`src/rtl/ldst_sequencer.sv`:
```
// ldst_sequencer: multi-cycle load/store controller driving register-file and data-memory ports.
// Optional LDST_ADDR_CHECK_EN adds an err output and aborts on address overflow.
module ldst_sequencer #(
  parameter int DATA_W = 64,
  parameter int ADDR_W = 5,
  parameter int REG_W  = 5
) (
  input  logic              clk,
  input  logic              rst_n,
  input  logic              req,
  input  logic              op,
  input  logic [REG_W-1:0]  rd_rs,
  input  logic [REG_W-1:0]  base,
  input  logic [ADDR_W-1:0] offset,
  output logic              ready,
  output logic              done,
`ifdef LDST_ADDR_CHECK_EN
  output logic              err,
`endif
  output logic [REG_W-1:0]  rf_ra,
  output logic [REG_W-1:0]  rf_rb,
  input  logic [DATA_W-1:0] rf_douta,
  input  logic [DATA_W-1:0] rf_doutb,
  output logic [REG_W-1:0]  rf_rw,
  output logic              rf_we,
  output logic [DATA_W-1:0] rf_din,
  output logic [ADDR_W-1:0] mem_addr,
  output logic              mem_we,
  output logic [DATA_W-1:0] mem_din,
  input  logic [DATA_W-1:0] mem_dout
);
  typedef enum logic [2:0] {IDLE, READ, ADDR, MEM, WB, ABRT} state_t;
  state_t state_q, state_d;
  logic op_q, op_d;
  logic [REG_W-1:0] rd_rs_q, rd_rs_d, base_q, base_d;
  logic [ADDR_W-1:0] offset_q, offset_d, addr_q, addr_d, sum;
  logic [DATA_W-1:0] data_q, data_d;
  logic carry, bad;
  assign {carry, sum} = {1'b0, rf_doutb[ADDR_W-1:0]} + {1'b0, offset_q};
`ifdef LDST_ADDR_CHECK_EN
  assign bad = carry | (|rf_doutb[DATA_W-1:ADDR_W]);
`else
  logic unused_hi;
  assign unused_hi = carry ^ (^rf_doutb[DATA_W-1:ADDR_W]);
  assign bad = 1'b0;
`endif
  always_comb begin
    state_d = state_q;
    op_d = op_q;
    rd_rs_d = rd_rs_q;
    base_d = base_q;
    offset_d = offset_q;
    addr_d = addr_q;
    data_d = data_q;
    case (state_q)
      IDLE: if (req) begin
        op_d = op;
        rd_rs_d = rd_rs;
        base_d = base;
        offset_d = offset;
        state_d = READ;
      end
      READ: state_d = ADDR;
      ADDR: begin
        addr_d = sum;
        data_d = rf_douta;
        state_d = bad ? ABRT : MEM;
      end
      MEM: state_d = op_q ? IDLE : WB;
      default: state_d = IDLE;
    endcase
  end
  always_ff @(posedge clk or negedge rst_n) begin
    if (!rst_n) begin
      state_q <= IDLE;
      op_q <= 1'b0;
      rd_rs_q <= '0;
      base_q <= '0;
      offset_q <= '0;
      addr_q <= '0;
      data_q <= '0;
    end else begin
      state_q <= state_d;
      op_q <= op_d;
      rd_rs_q <= rd_rs_d;
      base_q <= base_d;
      offset_q <= offset_d;
      addr_q <= addr_d;
      data_q <= data_d;
    end
  end
  // Outputs decode straight from state so reset clears every strobe asynchronously.
  assign ready = state_q == IDLE;
  assign done = (state_q == MEM && op_q) || state_q == WB || state_q == ABRT;
`ifdef LDST_ADDR_CHECK_EN
  assign err = state_q == ABRT;
`endif
  assign rf_ra = ready ? '0 : rd_rs_q;
  assign rf_rb = ready ? '0 : base_q;
  assign rf_we = state_q == WB;
  assign rf_rw = rf_we ? rd_rs_q : '0;
  assign rf_din = rf_we ? mem_dout : '0;
  assign mem_addr = state_q == MEM ? addr_q : '0;
  assign mem_we = state_q == MEM && op_q;
  assign mem_din = mem_we ? data_q : '0;
endmodule
```
`config.mk`:
```
export PLATFORM = sky130hd
export DESIGN_NAME = ldst_sequencer
export DESIGN_NICKNAME = d
export VERILOG_FILES = /design/src/rtl/ldst_sequencer.sv
export SDC_FILE = /design/constraint.sdc
export NUM_CORES = 1
export LEC_CHECK = 0
export ABC_AREA = 1
export CAP_MARGIN = 15
export CORE_AREA = 2 2 140 142
export DETAILED_ROUTE_END_ITERATION = 6
export DIE_AREA = 0 0 142 144
export GPL_ROUTABILITY_DRIVEN = 0
export SLEW_MARGIN = 10
export SYNTH_ARGS = -nofsm -noshare
export SYNTH_HDL_FRONTEND = slang
export SYNTH_SLANG_ARGS = --single-unit
```
`constraint.sdc`:
```
create_clock -name clk -period 2.9 [get_ports clk]
set_clock_uncertainty 0.2 [all_clocks]
set_input_delay 0.725 -clock clk [delete_from_list [all_inputs] [get_ports clk]]
set_output_delay 0.725 -clock clk [all_outputs]
set_load 0.005 [all_outputs]
```
### Yosys cells after proc, flatten, opt, wreduce, memory -nomap -nowiden

Cells that the tools add are included.

* ROM bits: 0
* bits in registers: 88
* bits in writable memories: 0
* bits of input ports: 211
* memories: 0
* output and inout port bits: 152
* word-level logic and storage cells: 28
* latch bits: 0

* shift-type cells: 0
* $lt $le $gt $ge: 0
* $mul: 0
* bitwise gates (word level): 0
* div/mod/pow operators: 0
* mux-type cells: 9
* add/subtract/negate cells: 1
* eq/ne operators: 6
* reductions and logical operators: 5

Operator list (count)
* 64-bit 2-to-1 mux: 2
* 5-bit 2-to-1 mux: 4
* 3-bit one-hot mux with 4 select lines: 1
* 3-bit by 2-bit equality test with 1-bit output (second input constant): 2
* 3-bit equality test (second input constant): 2
* 3-bit 2-to-1 mux: 2
* 5-bit adder: 1
* 3-bit by 1-bit equality test with 1-bit output (second input constant): 1
* 3-bit logical NOT: 1
* 1-bit logical OR: 2
* 2-bit != test (second input constant): 1
* 2-bit AND reduction: 1
* 1-bit logical AND: 1

### Logic depth before layout (Yosys ltp)

* depth in word-level cells: 4
* depth in mapped cells: 10
* depth with buffers taken out: 10

### Worst setup path after synthesis

No wires, ideal clock.

* kind: flip-flop to output port
* from: register state_q[0]
* to: output mem_din[24]
* path slack: 0.827 ns
* arrival: 1.148 ns
* cell stages (with the launch flop): 7
* path buffers: 2
* data required time: 1.975 ns
* path through: dfrtp_1 -> inv_2 -> nor3_2 -> nand2_1 -> buf_6 -> buf_8 -> nor2_4

* word-level cells in the longest chain between the ends: 3

RTL lines
* from (decl): line 33 `state_t state_q, state_d;`
* from (signal assigned): line 83 `state_q <= state_d;`
* 3-bit by 2-bit equality test with 1-bit output: line 104 `assign mem_we = state_q == MEM && op_q;`
* 1-bit logical AND: line 104
* 64-bit 2-to-1 mux: line 105 `assign mem_din = mem_we ? data_q : '0;`
* to (decl): line 29 `output logic [DATA_W-1:0] mem_din,`

No other way between the ends.

### Worst setup path after layout

* from: register state_q[0]
* to: output mem_din[20]

The elaborated chain is that of the path after synthesis.

==> flow_summary.toml <==
[run_status]
outcome = "complete, but fails checks"
violations = "negative setup slack"

[synth]
seq_area_frac_synth = 0.444
syn_nets = 865
ys_ff_latch = 88
synthMostInstantiatedCell = "inv_1"
syn_area_um2 = 4950
synth_common_cells = "inv_1 (155), nand2_1 (113), nor2_1 (102)"
synth-main-ff-cell = "dfrtp_1"
avgSynthCellArea_um2 = 7.63
syn_inst = 649
ys_top_cells_by_area = "dfrtp_1 (44%), inv_1 (12%), nor2_4 (8.9%)"
synth_top_area_cell = "dfrtp_1"
synth_edf_count = 0
yosys_warnings = 0
synth.top_cell.area_share = 0.444
ys_types = 21
synthArstFlopShare = 1.00

[global_routing]
grt_pass1_vias = 4164
grt_overflow_total = 0
grt_max_degree = 44
grt_pass1_wl_mm = 22.6
track_usage = 0.141
antenna_found_initial = 0

[clock_tree]
insertion_delay_ps = 340
path_clk_slew_ps = 60
htreeDepth = 3
clkSinkCount = 88
cts_tree = "done"
cts_buffer_depth = 2
cts_root_buf = "clkbuf_16"
cts_made_buffers = 9

[critical_path]
worstPathRequired_ps = 1980
cp.arrival_ps = 2010
path_cells = "inv_2, nor3_4, nand2_4, buf_12, nor2_1, clkdlybuf4s50_1"
end_kind = "output port"
slowest_stage = "clkdlybuf4s50_1"
start_kind = "register"
worst-path-max-fanout = 39
cpPeakStageDelay_ps = 510
setup.worst_path.class = "reg2out"

[die]
die_x_um = 142
num_io_pins = 363
core_area_um2 = 19100
initial_utilization = 0.260
num_rows = 51
die_h_um = 144
die_area_um2 = 20400

[timing]
max-slew-margin-rel = 0.648
rsz0062_at_grt = "yes"
worst_pin_slew_ps = 528
setup_viol = 29
period_minus_slack_ps = 2940
fmax_mhz = 340
hold-worst-slack_ps = 160
setup_ws_ps = -37.7
post-route-period-util = 1.01
drv_slew = 0
hold_viol_final = 0

[finish]
synthToLayoutAreaGrowth_pct = 72.7
drive_gt1_frac = 0.103
final_nets = 1164
antenna_cells = 0
post-route-util = 0.448
fillers = 1915

[drt]
wl_per_cell_um = 12.6
drtAntennaViolNets = 0
route.vias.total = 4626
drt-initial-drc-count = 169
finalWirelength_mm = 15.0
drc_errors = 0
first_pass_iters = 4
viasPerCell = 3.89

[placed_design]
port_buffers = 303
hpwlAfterDp_mm = 11.5

[power]
p_sw_mw = 2.31
p_clk_frac = 0.188
peakVddDrop_v = 0.000327
intPower_mw = 3.82
swShare = 0.377
cellLeakagePower_nw = 4.06
power_density_nw_per_um2 = 716
seqPwrFrac = 0.333
combPwrFrac = 0.479

[worst_hold_path]
hold_class = "in2async"

[job]
drv_cap = 0
[path summary, 6_finish.rpt]
path	startpoint	endpoint	slack, ps	depth (start not counted)
min	rst_n	data_q[18]	160	1
min reg2reg	base_q[1]	base_q[1]	280	2
max	state_q[0]	mem_din[20]	-40	6
min in group clk	base_q[1]	base_q[1]	280	2
max in group asynchronous	rst_n	state_q[1]	1680	2
max reg2reg	state_q[0]	data_q[37]	870	6
[registers in the layout, summed over array words and instances, names as in the netlist]
register and count:
op_q 1, rd_rs_q 5, data_q 64, addr_q 5, base_q 5, state_q 3, offset_q 5
[per-stage QoR]
step                      worst slack (ps)  instances  instance area (um2)  TNS (ps)  power (mW)
after floorplan                        827        649                 4950         0        3.83
after global placement               -31.8       1171                 8220     -58.6        4.96
after detailed placement             -11.6       1171                 8220     -11.6        5.01
after CTS                            -67.6       1189                 8530     -1890        6.24
after global routing                  -136       1190                 8560     -7970        6.71
final                                -37.7       1190                 8560      -313        6.13
[cell type report]
type                    instances  area (um2)  share of cell area
clock buffers                  12         246              0.0288
multi-input cells             369        1940               0.226
well taps                     238         298              0.0348
repair buffers                321        3230               0.377
clock inverters                 3        42.5             0.00497
inverters                     159         601              0.0702
flip-flops and latches         88        2200               0.257
[cell usage in the layout, fill, tap and decap left out]
| master | netlist | layout |
|---|---|---|
| a21oi_1 | 1 | 1 |
| buf_12 | 0 | 6 |
| buf_4 | 0 | 12 |
| buf_8 | 4 | 1 |
| bufinv_16 | 0 | 1 |
| clkbuf_1 | 14 | 2 |
| clkbuf_16 | 0 | 9 |
| clkbuf_8 | 0 | 1 |
| clkdlybuf4s50_1 | 0 | 280 |
| clkinv_2 | 0 | 2 |
| clkinvlp_4 | 0 | 1 |
| dfrtp_1 | 88 | 87 |
| dfrtp_2 | 0 | 1 |
| dlygate4sd2_1 | 0 | 20 |
| dlymetal6s2s_1 | 0 | 2 |
| fa_1 | 1 | 1 |
| ha_1 | 4 | 4 |
| inv_1 | 155 | 154 |
| inv_2 | 4 | 3 |
| inv_4 | 0 | 1 |
| nand2_1 | 113 | 112 |
| nand2_2 | 2 | 2 |
| nand2_4 | 0 | 1 |
| nand3_1 | 23 | 23 |
| nor2_1 | 102 | 99 |
| nor2_2 | 10 | 12 |
| nor2_4 | 39 | 40 |
| nor3_4 | 1 | 3 |
| o21ai_0 | 63 | 63 |
| o21ai_1 | 6 | 6 |
| or2_2 | 2 | 2 |
[worst max-delay path: cells and delay by family (launching register included)]
family,cells,cell delay [ps]
AND/OR/NAND/NOR,3,450
buffers and inverters,3,770
flip-flops,1,420
[power groups by stage]
stage	clock, mW	sequential (mW)	combinational, mW
floorplan	0	2.02	1.81
global placement	0	2.04	2.92
detailed placement	0	2.06	2.96
CTS	1.20	2.04	2.99
global route	1.25	2.10	3.35
finish	1.15	2.04	2.94
[cell families (layout without fill, tap and decap cells)]
| family | after synthesis | after routing | share of synthesized area |
|---|---|---|---|
| buffers and inverters | 192 | 495 | 0.171 |
| AOI/OAI and AO/OA | 70 | 70 | 0.0707 |
| adders and majority gates | 5 | 5 | 0.0141 |
| DFF | 88 | 88 | 0.444 |
| and+or+nand+nor | 294 | 294 | 0.300 |
[metal layers]
metal	global-route usage	vias up	wire length [um]
met4	0.0284	0	100
met5	0	-	0
li1	-	2465	-
met3	0.0510	9	1060
met2	0.224	137	7150
met1	0.185	2015	6710
[timing repair]
action	in CTS	in global routing
gates cloned	0	0
hold buffers	0	0
endpoints found under the setup margin	122	121
setup buffers	3	1
gates resized for setup	27	6
No activity file was read; power rests on OpenSTA's default activity.
